**config.mk**
```make
export PLATFORM = sky130hd
export DESIGN_NAME = alu_flag_sequencer
export DESIGN_NICKNAME = d
export VERILOG_FILES = /design/src/rtl/alu_flag_sequencer_pkg.sv /design/src/rtl/alu_flag_compute.sv /design/src/rtl/alu_flag_sequencer.sv
export SDC_FILE = /design/constraint.sdc
export NUM_CORES = 1
export LEC_CHECK = 0
export BUFFER_PORTS_ARGS = -buffer_cell sky130_fd_sc_hd__buf_4
export CORE_MARGIN = 2
export CORE_UTILIZATION = 40
export CTS_CLUSTER_SIZE = 28
export DETAILED_ROUTE_END_ITERATION = 10
export HOLD_SLACK_MARGIN = 0.15
export PLACE_DENSITY = 0.69
export SETUP_SLACK_MARGIN = 0.3
export SLEW_MARGIN = 20
export SYNTH_ARGS = -nofsm -noshare
export SYNTH_HDL_FRONTEND = slang
export SYNTH_HIERARCHICAL = 1
export SYNTH_SLANG_ARGS = --single-unit
```
**constraint.sdc**
```tcl
create_clock -name clock -period 4.3 [get_ports clock]
set_clock_uncertainty 0.2 [all_clocks]
set_input_delay 0.43 -clock clock [delete_from_list [all_inputs] [get_ports clock]]
set_output_delay 0.43 -clock clock [all_outputs]
set_load 0.01 [all_outputs]
```
**src/rtl/alu_flag_sequencer_pkg.sv**
```systemverilog
// Shared types and constants for the ALU flag sequencer.
// Define ALU_FLAG_SEQ_CARRY_EN to add a carry flag as status bit 3.
package alu_flag_sequencer_pkg;

`ifdef ALU_FLAG_SEQ_CARRY_EN
    localparam int unsigned STATUS_W = 4;
    localparam int unsigned FLAG_C   = 3;
`else
    localparam int unsigned STATUS_W = 3;
`endif

    localparam int unsigned FLAG_Z = 0;
    localparam int unsigned FLAG_N = 1;
    localparam int unsigned FLAG_V = 2;

    typedef enum logic [2:0] {
        OP_ADD = 3'd0,
        OP_SUB = 3'd1,
        OP_AND = 3'd2,
        OP_OR  = 3'd3,
        OP_XOR = 3'd4,
        OP_NOT = 3'd5,
        OP_SHL = 3'd6,
        OP_SHR = 3'd7
    } op_e;

    typedef enum logic [1:0] {
        S_IDLE = 2'd0,
        S_EXEC = 2'd1,
        S_FLAG = 2'd2,
        S_DONE = 2'd3
    } state_e;

endpackage

```
**src/rtl/alu_flag_compute.sv**
```systemverilog
// Combinational ALU datapath: result plus zero/negative/overflow flags.
// Carry flag generated only when ALU_FLAG_SEQ_CARRY_EN is defined.
module alu_flag_compute
    import alu_flag_sequencer_pkg::*;
#(
    parameter int unsigned WIDTH = 16
) (
    input  op_e                 op_i,
    input  logic [WIDTH-1:0]    a_i,
    input  logic [WIDTH-1:0]    b_i,
    output logic [WIDTH-1:0]    result_o,
    output logic [STATUS_W-1:0] flags_o
);

    logic ovf;
`ifdef ALU_FLAG_SEQ_CARRY_EN
    logic carry;
`endif

    always_comb begin
        result_o = '0;
        ovf      = 1'b0;
`ifdef ALU_FLAG_SEQ_CARRY_EN
        carry    = 1'b0;
`endif
        unique case (op_i)
            OP_ADD: begin
`ifdef ALU_FLAG_SEQ_CARRY_EN
                {carry, result_o} = {1'b0, a_i} + {1'b0, b_i};
`else
                result_o = a_i + b_i;
`endif
                ovf = (a_i[WIDTH-1] == b_i[WIDTH-1]) && (result_o[WIDTH-1] != a_i[WIDTH-1]);
            end
            OP_SUB: begin
                result_o = a_i - b_i;
`ifdef ALU_FLAG_SEQ_CARRY_EN
                carry = (a_i >= b_i);
`endif
                ovf = (a_i[WIDTH-1] != b_i[WIDTH-1]) && (result_o[WIDTH-1] != a_i[WIDTH-1]);
            end
            OP_AND: result_o = a_i & b_i;
            OP_OR:  result_o = a_i | b_i;
            OP_XOR: result_o = a_i ^ b_i;
            OP_NOT: result_o = ~a_i;
            OP_SHL: begin
                result_o = {a_i[WIDTH-2:0], 1'b0};
`ifdef ALU_FLAG_SEQ_CARRY_EN
                carry = a_i[WIDTH-1];
`endif
            end
            OP_SHR: begin
                result_o = {1'b0, a_i[WIDTH-1:1]};
`ifdef ALU_FLAG_SEQ_CARRY_EN
                carry = a_i[0];
`endif
            end
        endcase

        flags_o         = '0;
        flags_o[FLAG_Z] = (result_o == '0);
        flags_o[FLAG_N] = result_o[WIDTH-1];
        flags_o[FLAG_V] = ovf;
`ifdef ALU_FLAG_SEQ_CARRY_EN
        flags_o[FLAG_C] = carry;
`endif
    end

endmodule

```
**src/rtl/alu_flag_sequencer.sv**
```systemverilog
// Request/response ALU sequencer: IDLE -> EXEC -> FLAG -> DONE with a status register.
// Status width follows ALU_FLAG_SEQ_CARRY_EN (see package).
module alu_flag_sequencer
    import alu_flag_sequencer_pkg::*;
#(
    parameter int unsigned WIDTH = 16
) (
    input  logic                clock,
    input  logic                reset,
    input  logic                req_valid,
    output logic                req_ready,
    input  logic [2:0]          req_op,
    input  logic [WIDTH-1:0]    req_a,
    input  logic [WIDTH-1:0]    req_b,
    input  logic                req_setflags,
    output logic                res_valid,
    input  logic                res_ready,
    output logic [WIDTH-1:0]    res_data,
    input  logic                status_clr,
    output logic [STATUS_W-1:0] status_q
);

    state_e                state_q;
    op_e                   op_q;
    logic [WIDTH-1:0]      a_q;
    logic [WIDTH-1:0]      b_q;
    logic                  setflags_q;
    logic [WIDTH-1:0]      result_q;
    logic [WIDTH-1:0]      res_data_q;
    logic                  res_valid_q;
    logic                  req_ready_q;
    logic [STATUS_W-1:0]   status_d;

    logic [WIDTH-1:0]      alu_result;
    logic [STATUS_W-1:0]   alu_flags;

    alu_flag_compute #(
        .WIDTH(WIDTH)
    ) u_compute (
        .op_i    (op_q),
        .a_i     (a_q),
        .b_i     (b_q),
        .result_o(alu_result),
        .flags_o (alu_flags)
    );

    // Clear beats a same-cycle flag load so software can always zero the register.
    always_comb begin
        status_d = status_q;
        if (status_clr) begin
            status_d = '0;
        end else if (state_q == S_FLAG && setflags_q) begin
            status_d = alu_flags;
        end
    end

    always_ff @(posedge clock) begin
        if (reset) begin
            state_q     <= S_IDLE;
            op_q        <= OP_ADD;
            a_q         <= '0;
            b_q         <= '0;
            setflags_q  <= 1'b0;
            result_q    <= '0;
            res_data_q  <= '0;
            res_valid_q <= 1'b0;
            req_ready_q <= 1'b1;
            status_q    <= '0;
        end else begin
            status_q <= status_d;
            unique case (state_q)
                S_IDLE: begin
                    if (req_valid && req_ready_q) begin
                        op_q        <= op_e'(req_op);
                        a_q         <= req_a;
                        b_q         <= req_b;
                        setflags_q  <= req_setflags;
                        req_ready_q <= 1'b0;
                        state_q     <= S_EXEC;
                    end
                end
                S_EXEC: begin
                    result_q <= alu_result;
                    state_q  <= S_FLAG;
                end
                S_FLAG: begin
                    // res_data only moves on entry to DONE so it holds outside DONE.
                    res_data_q  <= result_q;
                    res_valid_q <= 1'b1;
                    state_q     <= S_DONE;
                end
                S_DONE: begin
                    if (res_ready) begin
                        res_valid_q <= 1'b0;
                        req_ready_q <= 1'b1;
                        state_q     <= S_IDLE;
                    end
                end
            endcase
        end
    end

    assign req_ready = req_ready_q;
    assign res_valid = res_valid_q;
    assign res_data  = res_data_q;

endmodule

```
# Word level (Yosys, flattened, before mapping)
# Cells that the tools add are included.
[op_classes]
add_sub_neg = 2
multipliers = 0
n_div = 0
magnitude_cmp = 0
eq_ne = 16
shift = 0
muxes = 10
bitwise = 4
reduce_logical = 14
[ops]
columns = ["op", "n"]
rows = [
  ["case mux 16 bit (8 select lines)", 1],
  ["adder 16 bit", 1],
  ["AND 16 bit", 1],
  ["logical NOT 16 bit", 1],
  ["inverter 16 bit", 1],
  ["OR 16 bit", 1],
  ["subtractor 16 bit", 1],
  ["XOR 16 bit", 1],
  ["equality test 3 bit, second input constant", 4],
  ["case mux 2 bit (4 select lines)", 1],
  ["equality test 3 x 2 -> 1 bit, second input constant", 2],
  ["case mux 1 bit (2 select lines)", 3],
  ["AND reduction 2 bit", 3],
  ["equality test 2 bit, second input constant", 2],
  ["logical AND 1 bit", 4],
  ["two-way mux 2 bit", 2],
  ["inequality test 2 bit, second input constant", 2],
  ["nonzero test 2 bit", 2],
  ["equality test 3 x 1 -> 1 bit, second input constant", 1],
  ["logical NOT 3 bit", 1],
  ["two-way mux 1 bit", 3],
  ["inequality test 1 bit", 3],
  ["AND reduction 3 bit", 1],
  ["equality test 2 x 1 -> 1 bit, second input constant", 1],
  ["3 further kinds", 3],
]
[word_totals]
reg_bits = 75
latch_bits = 0
ramBits = 0
mem_bits_ro = 0
output_inout_bits = 21
mem_count = 0

# Depth between registers and ports, before layout
[depth]
ltp_word = 4
depth_mapped = 15
depth_no_buf = 15

# Modules after synthesis
# Netlist, hierarchy kept.
[modules_own_cells]
columns = ["mod", "instances", "cells_per_inst", "area_each_um2", "seq_area_each_um2"]
rows = [
  ["alu_flag_compute", 1, 418, 2947.8, 0.0],
  ["alu_flag_sequencer", 1, 301, 2773.9, 1501.4],
]

# Least setup slack after synthesis
# No wires, ideal clock.
[synth_timing]
path_type = "reg2reg"
start = "reg a_q[0]"
end = "reg status_q[0]"
arrival_ps = 3139
setup_slack_ps = 883
stages_incl_launch_ff = 16
period_less_slack_ps = 3417
cell_sequence = "dfxtp_1 inv_1 ha_1 inv_1 fa_1 nor2b_2 o311ai_2 a21oi_2 o41ai_4 o21bai_1 o311ai_1 o21ai_1 or4_1 nor3_2 mux2i_1 nor3_1"
[synth_via]
elab_chain_cells = 3
word_cells_on_any_way = 8
cone_classes = "2 x add/sub; 1 x mux; 4 x bitwise; 1 x reduce/logical"
[synth_lines]
columns = ["element", "line", "text"]
rows = [
  ["start, declared", "alu_flag_sequencer.sv:25", "logic [WIDTH-1:0] a_q;"],
  ["start signal, assigned", "alu_flag_sequencer.sv:75", "a_q <= req_a;"],
  ["subtractor 16 bit / adder 16 bit (equally long branches)", "alu_flag_compute.sv:36, alu_flag_compute.sv:31", ""],
  ["case mux 16 bit (8 select lines) (*)", "alu_flag_compute.sv:26", "unique case (op_i)"],
  ["via alu_result[14]", "alu_flag_sequencer.sv:34", "logic [WIDTH-1:0] alu_result;"],
  ["logical NOT 16 bit (*)", "alu_flag_compute.sv:61", "flags_o[FLAG_Z] = (result_o == '0);"],
  ["via alu_flags[0]", "alu_flag_sequencer.sv:35", "logic [STATUS_W-1:0] alu_flags;"],
  ["end signal, assigned", "alu_flag_sequencer.sv:70", "status_q <= status_d;"],
  ["end, declared", "alu_flag_sequencer.sv:20", "output logic [STATUS_W-1:0] status_q"],
]
# Mark *: on every way through the listed nets, which the timed path passes. The rest lies on a longest branch.
# A chain may end at the register's enable or synchronous reset.

# Worst setup path after layout
# Same ends and word-level chain as after synthesis.

==> results.tsv <==
stage	metric	value	unit
floorplan	die width	124	um
clock_tree	Worst-Skew Late Latency	350	ps
synthesis	library cells used by synthesis	77	
timing	Max Clk Rate	0.256	GHz
run_status	outcome	finished clean	
synthesis	cell accounting for the most synthesized area	dfxtp_1	
synthesis	Yosys reg bits	75	
route	Post-DRT Antenna Nets	0	
finish	Area Overhead vs Synth	21.0	%
route	First DRT Iteration DRCs	414	
place	RePlAce Congestion	1.03	
clock_tree	CTS clk-pin slew, worst paths	60	ps
route	top routing layer in use	met4	
critical_path	worst endpoint required time	4370	ps
synthesis	Top FF cell, synth	dfxtp_1	
route	number of vias in the routed layout	5478	
clock_tree	clock tree from TritonCTS	built	
floorplan	Core Area	13900	sq um
synthesis	Post-synth EDFFs	0	
route	Vias per Instance	5.61	
floorplan	Die ar.	15300	sq um
floorplan	row cnt	43	
timing	max-slew violations	0	
pwr	Power Dens Cells	562	nW/um^2
clock_tree	CTS Buf Count	9	
timing	Tcrit/Tclk final	90.8	%
timing	setup total negative slack	0	ps
route	met2 routed WL	6880	um
synthesis	post-synth net total	816	
floorplan	Die Y	124	um
finish	layout net count	888	
synthesis	Synth Instances	719	
place	Detail Placement HPWL	11700	um
synthesis	register area share after synthesis	26.2	%
route	DRC errors left	0	
global_routing	first-pass GRT wire length	26500	um
clock_tree	CTS Buffer Depth	2	
timing	Final Hold Fails	0	
clock_tree	CTS sink cnt	75	
critical_path	crit path DAT	3970	ps
synthesis	mapped cell area	5720	sq um
flow_run	Max-cap violations	0	
global_routing	total global routing overflow	0	
route	WL/cell	16.5	um
place	IO buf count	61	
finish	share of layout cells above drive strength 1	17.0	%
synthesis	Yosys Warn Count	6	
timing	Max-slew headroom	29.4	%
critical_path	crit path capture type	flip-flop	
synthesis	Synth Area per Inst	7.96	sq um
global_routing	GRT Util Overall	22.3	%
synthesis	Post-synth top cells	nand2_1 (101), a21oi_1 (76), dfxtp_1 (75), nor2_1 (69), ha_1 (54)	
global_routing	antenna violations before repair	0	
pwr	peak supply drop	0.377	mV
synthesis	Synth area leaders	dfxtp_1 (26%), ha_1 (12%), mux2i_1 (7.5%)	
clock_tree	CTS root buf	clkbuf_16	
global_routing	largest net degree at the start of global routing	79	
floorplan	Starting Density	41.1	%
clock_tree	htree depth	3	
synthesis	Synth async-reset ratio	0	%
hold_path	Hold Path Class	in -> reg	
timing	unrepaired setup endpoints after global routing	true	
floorplan	IO Pins	62	
critical_path	Max FO, Critical Path	4	
route	M1 WL	7530	um
timing	hold_ws	158	ps
pwr	Tot Pwr	3.89	mW
timing	final setup violation count	0	
route	DR WL met3	1240	um
critical_path	worst setup path class	reg -> reg	
route	final WL	16100	um
timing	Worst-Margin Slew	1060	ps
route	DRT Pass-1 Iters	7	
synthesis	most common cell in the synthesized netlist	nand2_1	
finish	Antenna Cells	0	
pwr	Lkg Pwr	2.78	nW
timing	final worst path period need	3900	ps
global_routing	vias in the first global route	5162	
synthesis	top-area cell type share of the netlist area	26.2	%
critical_path	CP Launch Type	flip-flop	
-- area by class of cell --
class / instances / area [sq um]
clock buffer: 11 / 233
inverter: 53 / 199
clock inverter: 5 / 61.3
sequential: 75 / 1500
timing repair buffer: 112 / 913
multi-input combinational: 540 / 3790
tap: 180 / 225
fill: 1316 / 7010
-- routing by layer --
| metal | up-vias | global-route usage, % |
|---|---|---|
| met1 | 2555 | 31.4 |
| met2 | 219 | 32.3 |
| met3 | 41 | 5.82 |
| li1 | 2663 | - |
| met5 | - | 0 |
| met4 | 0 | 9.16 |
-- per-stage QoR --
step                instances  util [%]  worst slack, ps  cell area, sq um
global route              976      49.7              260              6920
finish                    976      49.7              396              6920
floorplan                 719         -              883              5720
CTS                       972      49.2              334              6850
global placement          927      45.0              426              6270
detailed placement        927      45.0              366              6270
-- registers in the layout (all words and copies together) (netlist names) --
register,count
op_q,3
state_q,2
req_ready,1
setflags_q,1
status_q,3
res_data,16
a_q,16
result_q,16
b_q,16
res_valid,1
-- final timing paths --
check / start / endpoint / slack (ps) / cells past startpoint
setup / recovery: a_q[0] / status_q[0] / 400 / 15
hold / removal: req_b[1] / b_q[1] / 160 / 3
setup reg to reg: a_q[0] / status_q[0] / 400 / 15
hold reg to reg: setflags_q / setflags_q / 260 / 2
-- cell families after synthesis --
family          synth area share [%]
mux                             10.7
simple gates                    18.9
fa+ha+maj                       12.5
compound gates                  22.5
xor+xnor                       0.919
buf+inv                         8.29
flops                           26.2
-- power by group --
part	leakage, nW	internal (mW)	total (mW)	switching [mW]
Clock	0.144	0.453	0.758	0.306
Combinational	2.03	0.913	2.17	1.26
Sequential	0.611	0.817	0.961	0.143
-- cells in the final DEF (no fill, tap or decap), types with 10 or more instances in the layout --
cell	n
nor3_1	16
mux2i_1	43
o21ai_0	17
a21oi_1	75
dfxtp_1	73
dlygate4sd3_1	29
inv_1	51
buf_4	83
nand2b_1	10
ha_1	54
nand2_1	101
nor2_1	69
-- worst max-delay path, stage by stage, from the launching register on --
cell      delay [ps]
dfxtp_2          340
inv_2             70
ha_1             160
inv_1             50
fa_2             360
nor2b_2          190
o311ai_4         380
a21oi_2          150
o41ai_4          450
buf_4            180
o221ai_2          80
a221o_1          380
or4_4            500
nor3_2           120
mux2i_1           90
nor3_1           120
-- repair_timing --
action / in CTS / in global routing
hold buffers: 29 / 0
resized for setup: 0 / 10
endpoints found under the hold margin: 31 / 0
setup endpoints to repair: 0 / 1
buffers inserted: 0 / 4
Note: power is estimated with default switching activity, not from simulation.
